`src/rtl/sdram_arbiter.sv`:
```
// Shares one SDRAM port between the audio loader, the recorder and the player, one word at a time.
// Optional build macro SDRAM_ARB_RR_EN: round-robin arbitration instead of fixed play > rec > load.
//
// state     | meaning
// ----------+-----------------------------------------------------------
// S_IDLE    | arbitrate; latch winner, addr and wdata
// S_REFRESH | one-cycle refresh strobe before a non-sequential access
// S_ISSUE   | command held until finished or timeout down-counter expires
// S_DONE    | owner's done pulse; requests not sampled
module sdram_arbiter #(
  parameter int ADDR_W  = 23,
  parameter int DATA_W  = 16,
  parameter int TIMEOUT = 4095
) (
  input  logic              i_clk,
  input  logic              i_rst,
  input  logic              i_init_mode,
  input  logic              i_load_req,
  input  logic [ADDR_W-1:0] i_load_addr,
  input  logic [DATA_W-1:0] i_load_wdata,
  output logic              o_load_done,
  input  logic              i_rec_req,
  input  logic [ADDR_W-1:0] i_rec_addr,
  input  logic [DATA_W-1:0] i_rec_wdata,
  output logic              o_rec_done,
  input  logic              i_play_req,
  input  logic [ADDR_W-1:0] i_play_addr,
  output logic [DATA_W-1:0] o_play_rdata,
  output logic              o_play_done,
  output logic              o_sdram_write,
  output logic              o_sdram_read,
  output logic [ADDR_W-1:0] o_sdram_addr,
  output logic [DATA_W-1:0] o_sdram_writedata,
  input  logic [DATA_W-1:0] i_sdram_readdata,
  input  logic              i_sdram_finished,
  output logic              o_sdram_refresh,
  output logic [1:0]        o_grant,
  output logic              o_timeout
);

  localparam int CNT_W = (TIMEOUT > 1) ? $clog2(TIMEOUT) : 1;
  localparam logic [CNT_W-1:0] CNT_LOAD = CNT_W'(TIMEOUT - 1);

  localparam logic [1:0] OWN_NONE = 2'd0;
  localparam logic [1:0] OWN_LOAD = 2'd1;
  localparam logic [1:0] OWN_REC  = 2'd2;
  localparam logic [1:0] OWN_PLAY = 2'd3;

  typedef enum logic [1:0] {
    S_IDLE    = 2'd0,
    S_REFRESH = 2'd1,
    S_ISSUE   = 2'd2,
    S_DONE    = 2'd3
  } state_t;

  state_t              r_state;
  logic [1:0]          r_owner;
  logic [ADDR_W-1:0]   r_addr;
  logic [DATA_W-1:0]   r_wdata;
  logic                r_write;
  logic                r_read;
  logic                r_refresh;
  logic [1:0]          r_grant;
  logic                r_load_done;
  logic                r_rec_done;
  logic                r_play_done;
  logic [DATA_W-1:0]   r_rdata;
  logic                r_timeout;
  logic [CNT_W-1:0]    r_cnt;
  logic                r_prev_valid;
  logic [1:0]          r_prev_owner;
  logic [ADDR_W-1:0]   r_prev_addr;
`ifdef SDRAM_ARB_RR_EN
  logic [1:0]          r_last;
`endif

  logic [1:0]          w_win;
  logic [ADDR_W-1:0]   w_win_addr;
  logic [DATA_W-1:0]   w_win_wdata;
  logic [ADDR_W-1:0]   w_prev_addr_inc;
  logic                w_seq;

  always_comb begin
    w_win = OWN_NONE;
    if (i_init_mode) begin
      w_win = i_load_req ? OWN_LOAD : OWN_NONE;
    end else begin
`ifdef SDRAM_ARB_RR_EN
      // search starts just after the last winner: load -> rec -> play -> load
      case (r_last)
        OWN_LOAD: begin
          if (i_rec_req)       w_win = OWN_REC;
          else if (i_play_req) w_win = OWN_PLAY;
          else if (i_load_req) w_win = OWN_LOAD;
        end
        OWN_REC: begin
          if (i_play_req)      w_win = OWN_PLAY;
          else if (i_load_req) w_win = OWN_LOAD;
          else if (i_rec_req)  w_win = OWN_REC;
        end
        default: begin
          if (i_load_req)      w_win = OWN_LOAD;
          else if (i_rec_req)  w_win = OWN_REC;
          else if (i_play_req) w_win = OWN_PLAY;
        end
      endcase
`else
      if (i_play_req)      w_win = OWN_PLAY;
      else if (i_rec_req)  w_win = OWN_REC;
      else if (i_load_req) w_win = OWN_LOAD;
`endif
    end
  end

  always_comb begin
    w_win_addr  = '0;
    w_win_wdata = '0;
    case (w_win)
      OWN_LOAD: begin
        w_win_addr  = i_load_addr;
        w_win_wdata = i_load_wdata;
      end
      OWN_REC: begin
        w_win_addr  = i_rec_addr;
        w_win_wdata = i_rec_wdata;
      end
      OWN_PLAY: w_win_addr = i_play_addr;
      default: ;
    endcase
  end

  // Increment wraps naturally at ADDR_W bits, so the top word followed by 0 counts as sequential.
  assign w_prev_addr_inc = r_prev_addr + {{(ADDR_W-1){1'b0}}, 1'b1};
  assign w_seq = r_prev_valid && (w_win == r_prev_owner) && (w_win_addr == w_prev_addr_inc);

  always_ff @(posedge i_clk or negedge i_rst) begin
    if (!i_rst) begin
      r_state      <= S_IDLE;
      r_owner      <= OWN_NONE;
      r_addr       <= '0;
      r_wdata      <= '0;
      r_write      <= 1'b0;
      r_read       <= 1'b0;
      r_refresh    <= 1'b0;
      r_grant      <= OWN_NONE;
      r_load_done  <= 1'b0;
      r_rec_done   <= 1'b0;
      r_play_done  <= 1'b0;
      r_rdata      <= '0;
      r_timeout    <= 1'b0;
      r_cnt        <= '0;
      r_prev_valid <= 1'b0;
      r_prev_owner <= OWN_NONE;
      r_prev_addr  <= '0;
`ifdef SDRAM_ARB_RR_EN
      r_last       <= OWN_PLAY;
`endif
    end else begin
      r_refresh   <= 1'b0;
      r_load_done <= 1'b0;
      r_rec_done  <= 1'b0;
      r_play_done <= 1'b0;
      case (r_state)
        S_IDLE: begin
          r_grant <= w_win;
          if (w_win != OWN_NONE) begin
            r_owner <= w_win;
            r_addr  <= w_win_addr;
            r_wdata <= w_win_wdata;
`ifdef SDRAM_ARB_RR_EN
            r_last  <= w_win;
`endif
            if (w_seq) begin
              r_state <= S_ISSUE;
              r_write <= (w_win != OWN_PLAY);
              r_read  <= (w_win == OWN_PLAY);
              r_cnt   <= CNT_LOAD;
            end else begin
              r_state   <= S_REFRESH;
              r_refresh <= 1'b1;
            end
          end
        end
        S_REFRESH: begin
          r_state <= S_ISSUE;
          r_write <= (r_owner != OWN_PLAY);
          r_read  <= (r_owner == OWN_PLAY);
          r_cnt   <= CNT_LOAD;
        end
        S_ISSUE: begin
          // finished wins over an expiring counter in the same cycle
          if (i_sdram_finished) begin
            r_state      <= S_DONE;
            r_write      <= 1'b0;
            r_read       <= 1'b0;
            r_grant      <= OWN_NONE;
            r_load_done  <= (r_owner == OWN_LOAD);
            r_rec_done   <= (r_owner == OWN_REC);
            r_play_done  <= (r_owner == OWN_PLAY);
            r_prev_valid <= 1'b1;
            r_prev_owner <= r_owner;
            r_prev_addr  <= r_addr;
            if (r_owner == OWN_PLAY) r_rdata <= i_sdram_readdata;
          end else if (r_cnt == '0) begin
            r_state      <= S_IDLE;
            r_write      <= 1'b0;
            r_read       <= 1'b0;
            r_grant      <= OWN_NONE;
            r_timeout    <= 1'b1;
            r_load_done  <= (r_owner == OWN_LOAD);
            r_rec_done   <= (r_owner == OWN_REC);
            r_play_done  <= (r_owner == OWN_PLAY);
            r_prev_valid <= 1'b0;
          end else begin
            r_cnt <= r_cnt - 1'b1;
          end
        end
        S_DONE: begin
          r_state <= S_IDLE;
        end
        default: r_state <= S_IDLE;
      endcase
    end
  end

  assign o_load_done       = r_load_done;
  assign o_rec_done        = r_rec_done;
  assign o_play_done       = r_play_done;
  assign o_play_rdata      = r_rdata;
  assign o_sdram_write     = r_write;
  assign o_sdram_read      = r_read;
  assign o_sdram_addr      = r_addr;
  assign o_sdram_writedata = r_wdata;
  assign o_sdram_refresh   = r_refresh;
  assign o_grant           = r_grant;
  assign o_timeout         = r_timeout;

endmodule
```
`config.mk`:
```
export PLATFORM = sky130hd
export DESIGN_NAME = sdram_arbiter
export DESIGN_NICKNAME = d
export VERILOG_FILES = /design/src/rtl/sdram_arbiter.sv
export SDC_FILE = /design/constraint.sdc
export NUM_CORES = 1
export LEC_CHECK = 0
export ABC_AREA = 0
export CORE_MARGIN = 1
export CORE_UTILIZATION = 50
export DETAILED_ROUTE_END_ITERATION = 10
export PLACE_DENSITY_LB_ADDON = 0.15
export SLEW_MARGIN = 20
export SYNTH_ARGS = -nofsm -noshare
export SYNTH_HDL_FRONTEND = slang
export SYNTH_SLANG_ARGS = --single-unit
export TNS_END_PERCENT = 50
```
`constraint.sdc`:
```
create_clock -name i_clk -period 5.87 [get_ports i_clk]
set_input_delay 0.8805 -clock i_clk [delete_from_list [all_inputs] [get_ports i_clk]]
set_output_delay 0.8805 -clock i_clk [all_outputs]
set_load 0.03 [all_outputs]
```
======== Word level (Yosys, flattened, before mapping) ========
Index checks and enable logic that the tools add are counted.
cells by class
  add/sub/neg operators ................... 2
  reductions and logical operators ........ 17
  eq/ne operators ......................... 18
  bitwise gates (word level) .............. 1
  mux-type cells .......................... 39
operators with widths
  operator                 count
  $pmux W23 S3             1
  $mux W12                 4
  $pmux W12 S3             1
  $pmux W16 S2             1
  $add A23 B1 Y23 const B  1
  $eq A23 B23 Y1           1
  $mux W1                  20
  $mux W2                  8
  $eq A2 B2 Y1 const B     6
  $logic_not A12 Y1        1
  $ne A2 B2 Y1 const B     6
  $sub A12 B1 Y12 const B  1
  $reduce_and A2 Y1        5
  $pmux W2 S4              1
  $eq A2 B1 Y1 const B     3
  $pmux W1 S3              2
  $reduce_and A3 Y1        2
  $reduce_bool A2 Y1       3
  $reduce_and A5 Y1        1
  $pmux W2 S2              1
  $reduce_and A4 Y1        1
  $ne A3 B3 Y1 const B     1
  $reduce_bool A3 Y1       1
  $eq A2 B2 Y1             1
  3 further kinds          4
storage, ports and cells
  output and inout bits ................... 64
  bits in registers ....................... 106
  bits of input ports ..................... 124

======== Longest topological paths before layout ========
Gate-level depths: netlist of run 1.
  word-level depth ........................ 11
  mapped depth ............................ 16

======== Worst setup path after synthesis of run 1 ========
OpenSTA, ideal clock, no wires.
  path type ............................... input -> register
  start point ............................. input port i_init_mode
  end point ............................... register r_cnt[4]
  stages on the path ...................... 15
  setup slack ............................. 1744 ps
  required time ........................... 5734 ps
  data arrival time ....................... 3990 ps
  library setup time ...................... 136 ps
  path buffers ............................ 2
  cells stage by stage .................... nand2b_1 > a21boi_1 > inv_1 > ha_1 > buf_2 > a222oi_1 > o22a_1 > a2bb2oi_1 > o22ai_1 > a2111oi_2 > nand4_1 > o31ai_4 > and3b_1 > buf_4 > a41oi_2
between the ends
  word-level cells in the longest chain between the ends .. 7
  elaborated cells on any way between the ends .. 13
  those cells by class .................... eq/ne: 7; mux: 2; reduce/logical: 4
RTL lines
  item                                                 line  source
  start: declaration                                   17    input logic i_init_mode,
  $mux W2 (*)                                          85    if (i_init_mode) begin
  via w_win[0]                                         77    logic [1:0] w_win;
  $eq A2 B2 Y1 / $eq A2 B1 Y1 (equally long branches)  118   case (w_win)
  $pmux W23 S3                                         118
  $eq A23 B23 Y1                                       134   assign w_seq = r_prev_valid && (w_win == r_prev_owner) && (w_win_addr == w_prev_addr_inc);
  $logic_and A1 B1 Y1                                  134
  $ne A2 B2 Y1 (no line)                               --
  $reduce_and A5 Y1 (no line) (*)                      --
  end signal: assignment                               215   r_cnt <= r_cnt - 1'b1;
  end: declaration                                     69    logic [CNT_W-1:0] r_cnt;
Mark *: on every way through the listed nets, which the timed path passes. The rest lies on a longest branch.
A chain may end at the register's enable or synchronous reset.

======== Worst setup path in the final report of run 1 ========
  start point ............................. input port i_rec_req
  end point ............................... register r_cnt[4]
between the ends
  word-level cells in the longest chain between the ends .. 9
  elaborated cells on any way between the ends .. 15
  those cells by class .................... eq/ne: 7; mux: 4; reduce/logical: 4
RTL lines
  item                                                 line  source
  start: declaration                                   22    input logic i_rec_req,
  $mux W2 (*)                                          109   else if (i_rec_req) w_win = OWN_REC;
  $mux W2 (*)                                          108   if (i_play_req) w_win = OWN_PLAY;
  $mux W2 (*)                                          85
  $eq A2 B2 Y1 / $eq A2 B1 Y1 (equally long branches)  118
  $pmux W23 S3                                         118
  $eq A23 B23 Y1                                       134
  $logic_and A1 B1 Y1                                  134
  $ne A2 B2 Y1 (no line)                               --
  $reduce_and A5 Y1 (no line) (*)                      --
Every way passes the cells marked *; elsewhere a longest branch is shown, timed or not.

==> summary.md, run 1 <==
| Metric | Value |
|---|---|
| Status | `completed` |
| R2R setup slack | `2.07 ns` |
| Post-CTS Hold Fix Bufs | `0` |
| Final Hold Vio Count | `0` |
| Max cap viols | `0` |
| Clock insertion delay at the later pin of the skew report | `0.36 ns` |
| Place WS | `0.525 ns` |
| Crit path capture type | `register` |
| Cell Chain, Critical Path | `clkdlybuf4s50_1, o21bai_1, ha_1, a222oi_1, xor2_1, or4_1, a211oi_1, nand3b_1, o31ai_4, buf_4, and3b_1, a41oi_2` |
| Synth area leaders | `dfrtp_1 46%, mux2_2 11%, a222oi_1 4.0%` |
| Post-synth ARST share | `100%` |
| CP startpoint kind | `primary input` |
| Post-synth EDFFs | `0` |
| Worst hold slack | `0.475 ns` |
| Post-CTS Setup Bufs | `0` |
| Post-synth top cells | `106 x dfrtp_1, 57 x nand2_1, 55 x mux2_2` |
| Worst hold path class | `reg2reg` |
| Ant. Diodes | `0` |
| Setup-failing EPs final | `0` |
| Filler cell count | `810` |
| DRT antenna net count | `0` |
| First-pass GRT wire length | `25.9 mm` |
| Clock slew at reported path FFs | `0.07 ns` |
| Worst-Margin Slew | `1.09 ns` |
| # rows | `38` |
| Final core occ | `72.8%` |
| Critical path arrival | `5.30 ns` |
| Core Footprint | `11,000 µm²` |
| CTS buffer count | `9` |
| Pwr dens | `447 nW/µm²` |
| Area Overhead vs Synth | `40.0%` |
| Share of layout cells above drive strength 1 | `13.4%` |
| Tmin final | `5.08 ns` |
| Post-synthesis cell area | `5710 µm²` |
| Vias in the first global route | `5,124` |
| DIE AREA | `11,900 µm²` |
| Root Driver | `clkbuf_16` |
| RD Place Congestion | `0.935` |
| Fin nets | `855` |
| DP Wirelength | `11.7 mm` |
| Ports | `188` |
| Overall Power | `3.58 mW` |
| Slew margin rel. | `27.6%` |
| Maximum VDD drop | `285 µV` |
| Routed vias | `5,125` |
| Initial antenna violation count | `0` |
| Slowest library cell on the worst path | `ha_1` |
| DR iter-0 viols | `435` |
| F_max | `197 MHz` |
| Drt via density | `5.92` |
| Number of max-slew violations in the final report | `0` |
| Final WL | `16.4 mm` |
| Largest net degree at the start of global routing | `63` |
| Post-cts resize count | `0` |
| Syn_area_per_cell | `10.5 µm²` |
| Crit Path Category | `in2reg` |
| RSZ-0062 raised after global routing | `false` |
| Fin Clk Skew | `0.00749 ns` |
| Syn_nets | `681` |
| CP required | `6.10 ns` |
| Final worst setup slack | `0.794 ns` |
| Count leader, synth | `dfrtp_1` |
| Wire per inst | `18.9 µm` |
| Cell count after synthesis | `546` |
| Total negative setup slack | `0 ns` |
| Global route total overflow | `0` |
| Post-synth top area share | `46.4%` |
| CTS Sinks | `106` |
| Max Fanout on Critical Path | `23` |
| Port Buffers | `187` |
| Starting Density | `52.0%` |
| Primary FF master, synth | `dfrtp_1` |
| TritonRoute pass-1 iters | `7` |
| Leak pwr | `3.32 nW` |
| Post-synth cell types | `61` |
| Tcrit/Tclk final | `86.5%` |
| Synth warn | `0` |
| Synth area leader | `dfrtp_1` |
| Die Ht | `109 µm` |
| H-tree levels | `3` |
| Flops & latches, synth | `106` |
| DRC viols | `0` |
| Total track usage | `28.7%` |
| CP max stage delay | `0.93 ns` |
| DIE WIDTH | `109 µm` |
| CTS max path bufs | `2` |
| Sequential fraction of the synthesis area | `46.4%` |
| CTS tree | `yes` |
## final timing paths
kind	depth (start not counted)	end	start
min reg2reg	2	o_sdram_writedata[4]	o_sdram_writedata[4]
min in group asynchronous	1	r_prev_addr[4]	i_rst
max reg2reg	11	r_cnt[4]	r_prev_addr[0]
max in group asynchronous	2	o_play_rdata[10]	i_rst
max	12	r_cnt[4]	i_rec_req
min	2	o_sdram_writedata[4]	o_sdram_writedata[4]
## kinds of logic after synthesis
logic type	count (synthesis)	synth area share [%]
xor+xnor	36	5.52
simple gates	155	13.7
mux	58	11.4
flops	106	46.4
buf+inv	49	3.59
compound gates	131	16.9
fa+ha+maj	11	2.41
## per-stage QoR
step	cells	instance area, µm²
floorplan	546	5710
global placement	849	7680
detailed placement	849	7680
CTS	865	8000
global route	865	8000
finish	865	8000
## state kept, by name, indices dropped and copies added (netlist names)
register / flops
o_play_rdata: 16
o_sdram_refresh: 1
r_owner: 2
o_rec_done: 1
r_prev_valid: 1
o_sdram_read: 1
o_sdram_writedata: 16
r_prev_addr: 23
o_load_done: 1
o_play_done: 1
o_timeout: 1
r_prev_owner: 2
r_state: 2
r_cnt: 12
o_sdram_addr: 23
o_sdram_write: 1
o_grant: 2
## critical path, delay by kind of cell
| kind | cells | cell delay (ns) |
|---|---|---|
| AO/OA/AOI/OAI | 5 | 1.48 |
| buffers and inverters | 2 | 0.71 |
| adder cells (fa/ha/maj) | 1 | 0.93 |
| XOR/XNOR | 1 | 0.26 |
| AND/OR/NAND/NOR | 3 | 1.04 |
## placed cells by master (no fill, tap or decap), types with 2 or more instances in the layout
cell type,synthesis,final
o31ai_1,3,3
or2_2,4,4
nand2b_1,5,4
o21ai_0,34,34
clkinvlp_4,0,2
clkbuf_16,0,9
a311oi_1,2,2
nand4_1,7,7
or4_1,2,2
or3_1,7,7
clkdlybuf4s50_1,0,186
nand2_1,57,57
o21bai_1,2,2
bufinv_16,0,2
mux2_2,55,55
a211oi_1,2,2
dfrtp_1,106,106
nor3_2,2,2
a22oi_1,17,17
a222oi_1,23,23
xor2_1,13,13
inv_1,16,16
a31oi_1,20,20
a21oi_1,7,7
nand3b_1,3,3
and4_1,2,2
nor2_1,29,29
a22o_1,3,3
mux2i_1,2,2
nor3_1,11,11
buf_4,2,10
o311ai_0,2,2
ha_1,11,11
nor3b_1,4,4
xnor2_1,23,23
and3_1,3,3
nand3_1,11,11
## per-layer routing
metal	wire (µm)	up-vias	part of all wire, %	track usage (%)
met5	0	-	0	0
met4	280	0	1.7	8.11
met3	1220	29	7.5	7.71
met2	7930	233	48	46.7
met1	6930	2494	42	37.5
li1	-	2369	-	-
## power breakdown
part	internal, mW	switching, mW
clock network	0.375	0.278
registers	0.995	0.240
logic	0.769	0.921
## cell type report
| class | count | area [µm²] | area share, % |
|---|---|---|---|
| inverters | 16 | 60.1 | 0.751 |
| repair buffers | 196 | 1940 | 24.2 |
| flip-flops and latches | 106 | 2650 | 33.2 |
| multi-input cells | 391 | 2860 | 35.7 |
| well taps | 140 | 175 | 2.19 |
| clock inverters | 6 | 88.8 | 1.11 |
| clock buffers | 10 | 229 | 2.86 |
No activity file was read; power rests on OpenSTA's default activity.
==> run 2, diff against run 1 <==
- REMOVE_ABC_BUFFERS: not set -> 1
==> summary.md, run 2 (same netlist as run 1, synthesis figures left out) <==
| Metric | Value |
|---|---|
| Status | `completed` |
| Tcrit/Tclk final | `86.2% (-0.27 points)` |
| Pwr dens | `439 nW/µm² (-1.9%)` |
| CP startpoint kind | `primary input` |
| Largest net degree at the start of global routing | `73 (+16%)` |
| Register area | `2650 µm² (unchanged)` |
| Drt via density | `5.91 (-0.22%)` |
| Final WL | `15.9 mm (-3.1%)` |
| Number of max-slew violations in the final report | `0 (unchanged)` |
| Wire per inst | `18.3 µm (-3.0%)` |
| Setup-failing EPs final | `0 (unchanged)` |
| Global route total overflow | `0 (unchanged)` |
| Worst-Margin Slew | `0.996 ns (-0.0896 ns)` |
| Starting Density | `52.0% (unchanged)` |
| DR iter-0 viols | `438 (+0.69%)` |
| Sw frac | `41.1% (+0.85 points)` |
| Post-cts resize count | `0 (unchanged)` |
| Place WS | `0.526 ns (+0.00158 ns)` |
| Fin Clk Skew | `0.00594 ns (-0.00155 ns)` |
| # rows | `38 (unchanged)` |
| Share of layout cells above drive strength 1 | `13.4% (+0.018 points)` |
| Design Area, Final | `7960 µm² (-0.50%)` |
| Final worst setup slack | `0.810 ns (+0.0158 ns)` |
| RSZ-0062 raised after global routing | `false` |
| Crit path capture type | `register` |
| F_max | `198 MHz (+0.31%)` |
| Overall Power | `3.49 mW (-2.4%)` |
| CTS buffer count | `9 (unchanged)` |
| Met3 wire length | `820 µm (-33%)` |
| Psw | `1.43 mW (-0.31%)` |
| Tmin final | `5.06 ns (-0.0158 ns)` |
| Initial antenna violation count | `0 (unchanged)` |
| CTS max path bufs | `2 (unchanged)` |
| Worst hold path class | `in2async` |
| CTS tree | `yes` |
| Post-CTS Hold Fix Bufs | `0 (unchanged)` |
| Root Driver | `clkbuf_16` |
| Slew margin rel. | `33.6% (+6.0 points)` |
| Power Internal | `2.06 mW (-3.8%)` |
| Routed vias | `5,108 (-0.33%)` |
| Area of the multi-input gates | `2860 µm² (unchanged)` |
| Area Overhead vs Synth | `39.3%` |
| DRT antenna net count | `0 (unchanged)` |
| CTS Sinks | `106 (unchanged)` |
| Fin nets | `856 (+0.12%)` |
| Commonest non-fill, non-tap cell in the layout | `clkdlybuf4s50_1` |
| DIE WIDTH | `109 µm (unchanged)` |
| Combinational share of power | `49.0% (+1.8 points)` |
| H-tree levels | `3 (unchanged)` |
| Crit Path Category | `in2reg` |
| Max cap viols | `0 (unchanged)` |
| Ports | `188 (unchanged)` |
| Met1 Wirelength | `6.56 mm (-5.3%)` |
| Most frequent cells in the layout | `186 x clkdlybuf4s50_1, 106 x dfrtp_1, 57 x nand2_1` |
| Final Hold Vio Count | `0 (unchanged)` |
| Clock slew at reported path FFs | `0.07 ns (about the same)` |
| Die Ht | `109 µm (unchanged)` |
| Total track usage | `27.8% (-0.87 points)` |
| Leak pwr | `3.31 nW (-0.23%)` |
| Port Buffers | `187 (unchanged)` |
| Critical path arrival | `5.27 ns (-0.03 ns)` |
| DRC viols | `0 (unchanged)` |
| RD Place Congestion | `0.896 (-4.2%)` |
| Post-CTS Setup Bufs | `0 (unchanged)` |
| Core Footprint | `11,000 µm² (unchanged)` |
| Max layer used | `met4` |
| Max Fanout on Critical Path | `17 (-26%)` |
| DP Area | `7680 µm² (unchanged)` |
| Sequential fraction of design power | `35.4% (+0.9 points)` |
| Vias in the first global route | `5,137 (+0.25%)` |
| Clock insertion delay at the later pin of the skew report | `0.35 ns (about the same)` |
| DP Wirelength | `11.6 mm (-1.1%)` |
| TritonRoute pass-1 iters | `8 (+1)` |
| Ant. Diodes | `0 (unchanged)` |
| DR WL met2 | `8.19 mm (+3.3%)` |
| CP required | `6.08 ns (-0.02 ns)` |
| Worst hold slack | `0.474 ns (-0.00172 ns)` |
| DIE AREA | `11,900 µm² (unchanged)` |
| First-pass GRT wire length | `25.3 mm (-2.5%)` |
| Filler cell count | `840 (+3.7%)` |
| Total negative setup slack | `0 ns (unchanged)` |
| Clk pwr share | `15.6% (-2.6 points)` |
| Maximum VDD drop | `225 µV (-21%)` |
-- run 2: cell count changes in the layout (fill, tap and decap cells not counted), sizes merged --
cell	change
clkinv	+3
bufinv	-2
clkinvlp	-2
buf	+1
clkbuf	-1
-- run 2: worst paths after layout --
check                      depth (start not counted)  slack [ns]                 start                    to
hold / removal                                     1        0.47                 i_rst       o_sdram_addr[2]
max in group asynchronous                          2        4.14                 i_rst        r_prev_addr[5]
setup reg to reg                                  11        2.08        r_prev_addr[0]              r_cnt[5]
setup / recovery                                  15        0.81             i_rec_req              r_cnt[5]
hold reg to reg                                    2        0.48  o_sdram_writedata[5]  o_sdram_writedata[5]
min in group i_clk                                 2        0.48  o_sdram_writedata[5]  o_sdram_writedata[5]
-- run 2: power by group through the flow --
stage	logic, mW	registers, mW	clock network, mW
finish	1.71	1.24	0.545
floorplan	0.693	1.53	0
detailed placement	1.69	1.24	0
CTS	1.70	1.23	0.556
global placement	1.65	1.22	0
global route	1.82	1.27	0.591
-- run 2: layout make-up --
class	count	area share, %
clock buffers	9	2.83
clock inverters	5	0.409
inverters	16	0.755
multi-input cells	391	35.9
flip-flops and latches	106	33.3
well taps	140	2.20
repair buffers	197	24.6
-- run 2: layer usage --
| layer | up-vias | track usage, % |
|---|---|---|
| li1 | 2376 | - |
| met1 | 2530 | 35.9 |
| met2 | 178 | 47.2 |
| met3 | 24 | 4.48 |
| met4 | 0 | 9.75 |
| met5 | - | 0 |
-- run 2: stage by stage --
stage	utilization, %	instances
2_1_floorplan	-	513
3_3_place_gp	69.9	849
3_5_place_dp	69.9	849
4_1_cts	72.3	863
5_1_grt	72.5	864
6_report	72.5	864
-- run 2: worst max-delay path, cell delays in order --
cell and delay, ns:
clkdlybuf4s50_1 0.42, o21bai_1 0.44, inv_1 0.18, ha_1 0.31, buf_4 0.23, a222oi_1 0.60
o22a_1 0.23, a2bb2oi_1 0.17, o22ai_1 0.11, a2111oi_2 0.27, nand4_1 0.25, o31ai_4 0.31
buf_4 0.26, and3b_1 0.44, a31oi_1 0.17
